$ cat src/rtl/pc_sequencer.sv
// pc_sequencer
//   Program-counter controller for the RISC core. Holds the PC that addresses
//   the instruction memory and chooses the next PC on every retiring
//   instruction: PC+1, branch, JMP, ILLOP trap, fetch-fault trap or interrupt.
//   Also handles the reset vector, run/halt gating and imem stalls, and
//   produces the XP (R30) return-address write when a trap is taken.
//   The PC is a word address; bit 31 is the supervisor bit.
//
// Ports
//   clk         in   1   clock, all state changes on the rising edge
//   rst         in   1   synchronous reset, active-high
//   run         in   1   1 = execute, 0 = halt at the instruction boundary
//   imem_ready  in   1   instruction at pc is valid this cycle
//   pcsel       in   2   0 PC+1, 1 branch, 2 JMP, 3 ILLOP
//   branch_tgt  in   31  branch target (low 31 bits, word address)
//   jump_tgt    in   32  JMP target from the register file
//   irq         in   1   interrupt request (pulse or level)
//   pc          out  32  current PC to imem
//   pc_plus1    out  32  {pc[31], pc[30:0]+1}
//   commit      out  1   instruction at pc retires this cycle
//   supervisor  out  1   pc[31]
//   xp_we       out  1   one-cycle write strobe for XP on a trap
//   xp_data     out  32  trap return address (pc_plus1 of the trapped instruction)
//   trap_cause  out  2   0 none, 1 ILLOP, 2 fetch fault, 3 interrupt
//   dbg_state   out  2   FSM state: 0 HALT, 1 RUN, 2 STALL
//
// Handshake: commit is a valid-style strobe with no back-pressure. It is high
// in exactly the cycles where the FSM is not halted, run=1 and imem_ready=1;
// the PC, the pending-interrupt flag consumption and any xp_we pulse all
// happen on the rising edge that ends a commit cycle and at no other edge.

module pc_sequencer #(
  parameter logic [31:0] RESET_ADDR = 32'h8000_0000,
  parameter logic [31:0] ILLOP_ADDR = 32'h8000_0001,
  parameter logic [31:0] XADR_ADDR  = 32'h8000_0002,
  parameter int          IMEM_AW    = 7
) (
  input  logic        clk,
  input  logic        rst,
  input  logic        run,
  input  logic        imem_ready,
  input  logic [1:0]  pcsel,
  input  logic [30:0] branch_tgt,
  input  logic [31:0] jump_tgt,
  input  logic        irq,
  output logic [31:0] pc,
  output logic [31:0] pc_plus1,
  output logic        commit,
  output logic        supervisor,
  output logic        xp_we,
  output logic [31:0] xp_data,
  output logic [1:0]  trap_cause,
  output logic [1:0]  dbg_state
);

  typedef enum logic [1:0] {
    ST_HALT  = 2'd0,
    ST_RUN   = 2'd1,
    ST_STALL = 2'd2
  } state_t;

  localparam logic [1:0] CAUSE_NONE  = 2'd0;
  localparam logic [1:0] CAUSE_ILLOP = 2'd1;
  localparam logic [1:0] CAUSE_FAULT = 2'd2;
  localparam logic [1:0] CAUSE_IRQ   = 2'd3;

  // First word address outside the instruction memory.
  localparam logic [30:0] IMEM_WORDS = 31'd1 << IMEM_AW;

  state_t      state_q, state_d;
  logic [31:0] pc_q, pc_d;
  logic        irq_pend_q, irq_pend_d;

  logic        fetch_fault;
  logic        irq_taken;
  logic        trap;
  logic [1:0]  cause;

  // Datapath and commit decode.
  always_comb begin
    pc_plus1    = {pc_q[31], pc_q[30:0] + 31'd1};
    fetch_fault = (pc_q[30:0] >= IMEM_WORDS);
    // Reset wins over everything, so no commit (and no xp_we) while rst is high.
    commit      = ~rst & (state_q != ST_HALT) & run & imem_ready;

    cause     = CAUSE_NONE;
    irq_taken = 1'b0;
    if (fetch_fault) begin
      cause = CAUSE_FAULT;
    end else if (pcsel == 2'd3) begin
      cause = CAUSE_ILLOP;
    end else if (irq_pend_q & ~pc_q[31]) begin
      // Interrupts are only taken from user mode.
      cause     = CAUSE_IRQ;
      irq_taken = commit;
    end
    trap = commit & (cause != CAUSE_NONE);
  end

  // Next PC, next FSM state and pending-interrupt tracking.
  always_comb begin
    pc_d    = pc_q;
    state_d = state_q;

    if (commit) begin
      if (trap) begin
        pc_d = (cause == CAUSE_IRQ) ? XADR_ADDR : ILLOP_ADDR;
      end else begin
        case (pcsel)
          2'd0:    pc_d = pc_plus1;
          2'd1:    pc_d = {pc_q[31], branch_tgt};
          // JMP can drop supervisor mode but never gain it.
          2'd2:    pc_d = {pc_q[31] & jump_tgt[31], jump_tgt[30:0]};
          default: pc_d = pc_q;
        endcase
      end
    end

    case (state_q)
      ST_HALT: begin
        if (run) state_d = ST_RUN;
      end
      ST_RUN: begin
        if (!run)             state_d = ST_HALT;
        else if (!imem_ready) state_d = ST_STALL;
      end
      ST_STALL: begin
        if (!run)            state_d = ST_HALT;
        else if (imem_ready) state_d = ST_RUN;
      end
      default: state_d = ST_HALT;
    endcase

    // A new request in the same cycle another is taken stays pending.
    irq_pend_d = irq | (irq_pend_q & ~irq_taken);
  end

  always_ff @(posedge clk) begin
    if (rst) begin
      state_q    <= ST_HALT;
      pc_q       <= RESET_ADDR;
      irq_pend_q <= 1'b0;
    end else begin
      state_q    <= state_d;
      pc_q       <= pc_d;
      irq_pend_q <= irq_pend_d;
    end
  end

  always_comb begin
    pc         = pc_q;
    supervisor = pc_q[31];
    xp_we      = trap;
    xp_data    = pc_plus1;
    trap_cause = trap ? cause : CAUSE_NONE;
    dbg_state  = state_q;
  end

endmodule
$ cat config.mk
export PLATFORM = sky130hd
export DESIGN_NAME = pc_sequencer
export DESIGN_NICKNAME = d
export VERILOG_FILES = /design/src/rtl/pc_sequencer.sv
export SDC_FILE = /design/constraint.sdc
export NUM_CORES = 1
export LEC_CHECK = 0
export CAP_MARGIN = 25
export CORE_UTILIZATION = 28
export CTS_CLUSTER_DIAMETER = 200
export DETAILED_ROUTE_END_ITERATION = 7
export GPL_TIMING_DRIVEN = 0
export PLACE_DENSITY = 0.65
export SETUP_SLACK_MARGIN = 0.05
export SLEW_MARGIN = 20
export SYNTH_ARGS = -nofsm -noshare
export SYNTH_HDL_FRONTEND = slang
export SYNTH_SLANG_ARGS = --single-unit
export TNS_END_PERCENT = 5
$ cat constraint.sdc
create_clock -name clk -period 3.18 [get_ports clk]
set_input_delay 0.477 -clock clk [delete_from_list [all_inputs] [get_ports clk]]
set_output_delay 0.477 -clock clk [all_outputs]
set_load 0.005 [all_outputs]
==> reports/qor.yml <==
synthAdderAreaFrac_pct: 2.83
htree_levels: 2
routed_wirelength_um: 12200
r2r_end: "pc[0]$_SDFFE_PP0P_"
startpoint_type: "flop"
hp-class: "reg2reg"
insertedDiodeCount: 0
globalplace.congestion: 0.834
first_global_vias: 3536
final_cells: 697
slowest_delay_ns: 0.55
synth-simple-area-share_pct: 20.4
hold_start: "pc[5]$_SDFFE_PP0P_"
hold_viol_final: 0
clk_pin_slew_ns: 0.08
synth_area_um2: 3000
synth_mux_area_share_pct: 0.333
initial_utilization_pct: 29.0
syn_avg_cell_area_um2: 8.03
antenna_found_initial: 0
r2r_setup_slack_ns: 0.88
via_per_inst: 5.08
path_cells: "buf_6 > nand4_1 > or4_4 > or2_4 > nor2_1 > xnor2_1 > buf_4 > clkdlybuf4s50_1"
min_period_ns: 3.08
dp_cells: 682
clk_latency_ns: 0.29
synthDistinctLibCells: 58
drc: 0
rsz0062_at_grt: "true"
yosysMostFrequentCell: "buf_4"
worst_pin_slew_ns: 0.714
synth_top_family_by_area: "compound AO/OA/AOI/OAI gates"
dp.final_hpwl_um: 9140
ant_nets: 0
whs_ns: 0.508
synthesis.nets: 450
r2r_cells: 8
holdPathStages: 2
ir_worst_vdd_mv: 0.136
seq_area_frac_synth_pct: 23.3
wl_met2_um: 6130
grt_pass1_wl_um: 18700
synth_xor_xnor_area_share_pct: 8.16
power.density_nw_per_um2: 209
drt_iter0_drc: 144
cts-root-buf: "clkbuf_8"
ys_top_cells_by_area: "dfxtp_1 23%, buf_4 9.5%, xnor2_1 5.8%"
finalInstanceArea_um2: 5270
synthFlopType: "dfxtp_1"
drive_above_1_share_pct: 22.6
tritoncts.num_buffers: 5
rows: 37
min_to: "pc[5]$_SDFFE_PP0P_"
avgRoutedWirePerCell_um: 17.4
slew_headroom_pct: 52.4
overflow: 0
io_pins: 173
syn_inst: 374
dr.pass1.iters: 4
dr_total_vias: 3541
io_buffer_count: 172
dr_wl_met3_um: 914
cts_buffer_depth: 2
crit_family: "simple AND/OR/NAND/NOR gates"
path_depth: 8
die_w_um: 106
critPathKind: "reg2out"
dr.max_layer_used: "met4"
p_leak_nw: 2.01
synth_edf_count: 0
cts_tree: "built"
dieArea_um2: 11100
crit_fanout: 7
worst-path-buf-inv: 3
syn2layout_area_growth_pct: 75.3
worstReg2RegStart: "pc[11]$_SDFFE_PP0P_"
setup_violations: 0
synth_compound_area_share_pct: 29.7
ys_seq_elements: 35
cp_slowest_cell: "or4_4"
cap_violations: 0
max_freq_ghz: 0.325
wl_met1_um: 4970
cp.required_ns: 2.70
skew_ns: 0.0112
layout.nets: 637
slew_viol_final: 0
period_share_pct: 96.8
synth_top_area_share_pct: 23.3
yosysTopAreaCell: "dfxtp_1"
worstPathArrival_ns: 2.60
synthArstFlopShare_pct: 0
placed_area_um2: 4900
grt_max_degree: 11
track_usage_pct: 21.3
netlist_top_cells_count: "38 x buf_4, 35 x dfxtp_1, 23 x a21oi_1"
ys_warn_count: 0
worstSetupEndpointType: "primary output"
core_region_area_um2: 10400
die_height_um: 106
tns_ns: 0
cts.sinks: 35
status: "completed"
-- worst register-to-register path, stage by stage, from the launching register on --
cell	delay, ns
dfxtp_2	0.33
buf_6	0.11
buf_4	0.15
or4_4	0.56
nor2_8	0.19
nand4_2	0.19
a21oi_2	0.28
buf_4	0.24
o2bb2ai_1	0.15
-- flip-flops by register name, summed over array words and instances (netlist names) --
signal,count
dbg_state,2
irq_pend_q,1
pc,32
-- layout by cell type, fill, tap and decap left out, types with 3 or more instances in the layout --
| master | synthesis | routed |
|---|---|---|
| dlymetal6s2s_1 | 0 | 3 |
| inv_1 | 12 | 12 |
| o2bb2ai_1 | 7 | 7 |
| buf_4 | 38 | 48 |
| nand4_1 | 6 | 6 |
| o211ai_1 | 5 | 5 |
| a22oi_1 | 18 | 18 |
| clkbuf_1 | 19 | 14 |
| buf_2 | 4 | 3 |
| dfxtp_2 | 0 | 11 |
| a21oi_1 | 23 | 23 |
| clkbuf_2 | 2 | 4 |
| nor3_1 | 13 | 10 |
| o31ai_1 | 7 | 7 |
| a22o_1 | 17 | 17 |
| dfxtp_4 | 0 | 9 |
| xnor2_1 | 20 | 18 |
| o21ai_0 | 11 | 11 |
| nor2_1 | 19 | 17 |
| xor2_1 | 8 | 6 |
| or2_4 | 1 | 3 |
| clkdlybuf4s50_1 | 0 | 166 |
| nor4_1 | 5 | 4 |
| clkbuf_8 | 0 | 7 |
| and3_4 | 0 | 3 |
| dfxtp_1 | 35 | 15 |
| nand2b_1 | 3 | 3 |
| or4_4 | 2 | 3 |
| a211oi_1 | 3 | 3 |
| nand3_1 | 11 | 10 |
| ha_1 | 6 | 5 |
| nand2_1 | 22 | 21 |
| buf_6 | 2 | 5 |
| a221o_1 | 9 | 9 |
-- worst max-delay path by stage --
| stage | start | endpoint |
|---|---|---|
| detailed placement | pc[0]$_SDFFE_PP0P_ | xp_data[30] |
| global route | pc[18]$_SDFFE_PP0P_ | xp_data[29] |
| global placement | pc[0]$_SDFFE_PP0P_ | xp_data[30] |
| finish | pc[11]$_SDFFE_PP0P_ | xp_data[29] |
| CTS | pc[17]$_SDFFE_PP0P_ | xp_data[28] |
| floorplan | pc[1]$_SDFFE_PP0P_ | xp_data[30] |
-- metal layers --
| metal | GRT usage [%] | vias up |
|---|---|---|
| li1 | - | 1722 |
| met1 | 25.6 | 1661 |
| met2 | 39.1 | 147 |
| met3 | 4.45 | 11 |
| met4 | 4.17 | 0 |
| met5 | 0 | - |
-- area by class of cell --
class / instances / area [um2]
sequential: 35 / 748
clock inverter: 1 / 5.00
timing repair buffer: 182 / 1800
tap: 136 / 170
multi-input combinational: 261 / 1990
inverter: 13 / 48.8
buffer: 63 / 428
fill: 1031 / 5100
clock buffer: 6 / 82.6
-- through the flow --
step                utilization [%]  power (mW)  setup slack [ns]
CTS                            49.5        1.11           0.00619
global placement               47.2       0.768           -0.0390
finish                         50.8        1.10             0.101
global route                   50.8        1.15          -0.00860
floorplan                         -       0.603             0.602
detailed placement             47.2       0.771           -0.0330
-- cell families (layout without fill, tap and decap cells) --
group,after synthesis,count (layout)
flops,35,35
simple gates,109,109
mux,1,1
fa+ha+maj,7,7
compound gates,116,116
xor+xnor,28,28
buf+inv,78,265
-- power by group --
part | switching, mW | total (mW) | internal [mW]
combinational | 0.146 | 0.314 | 0.168
sequential | 0.00873 | 0.446 | 0.438
clock | 0.172 | 0.342 | 0.170
-- timing repair --
item | CTS | global route
endpoints found under the hold margin | 0 | 0
resized for setup | 48 | 28
setup buffers | 5 | 5
pin swaps | 5 | 4
endpoints found under the setup margin | 27 | 17
hold buffers | 0 | 0
No activity file was read; power rests on OpenSTA's default activity.
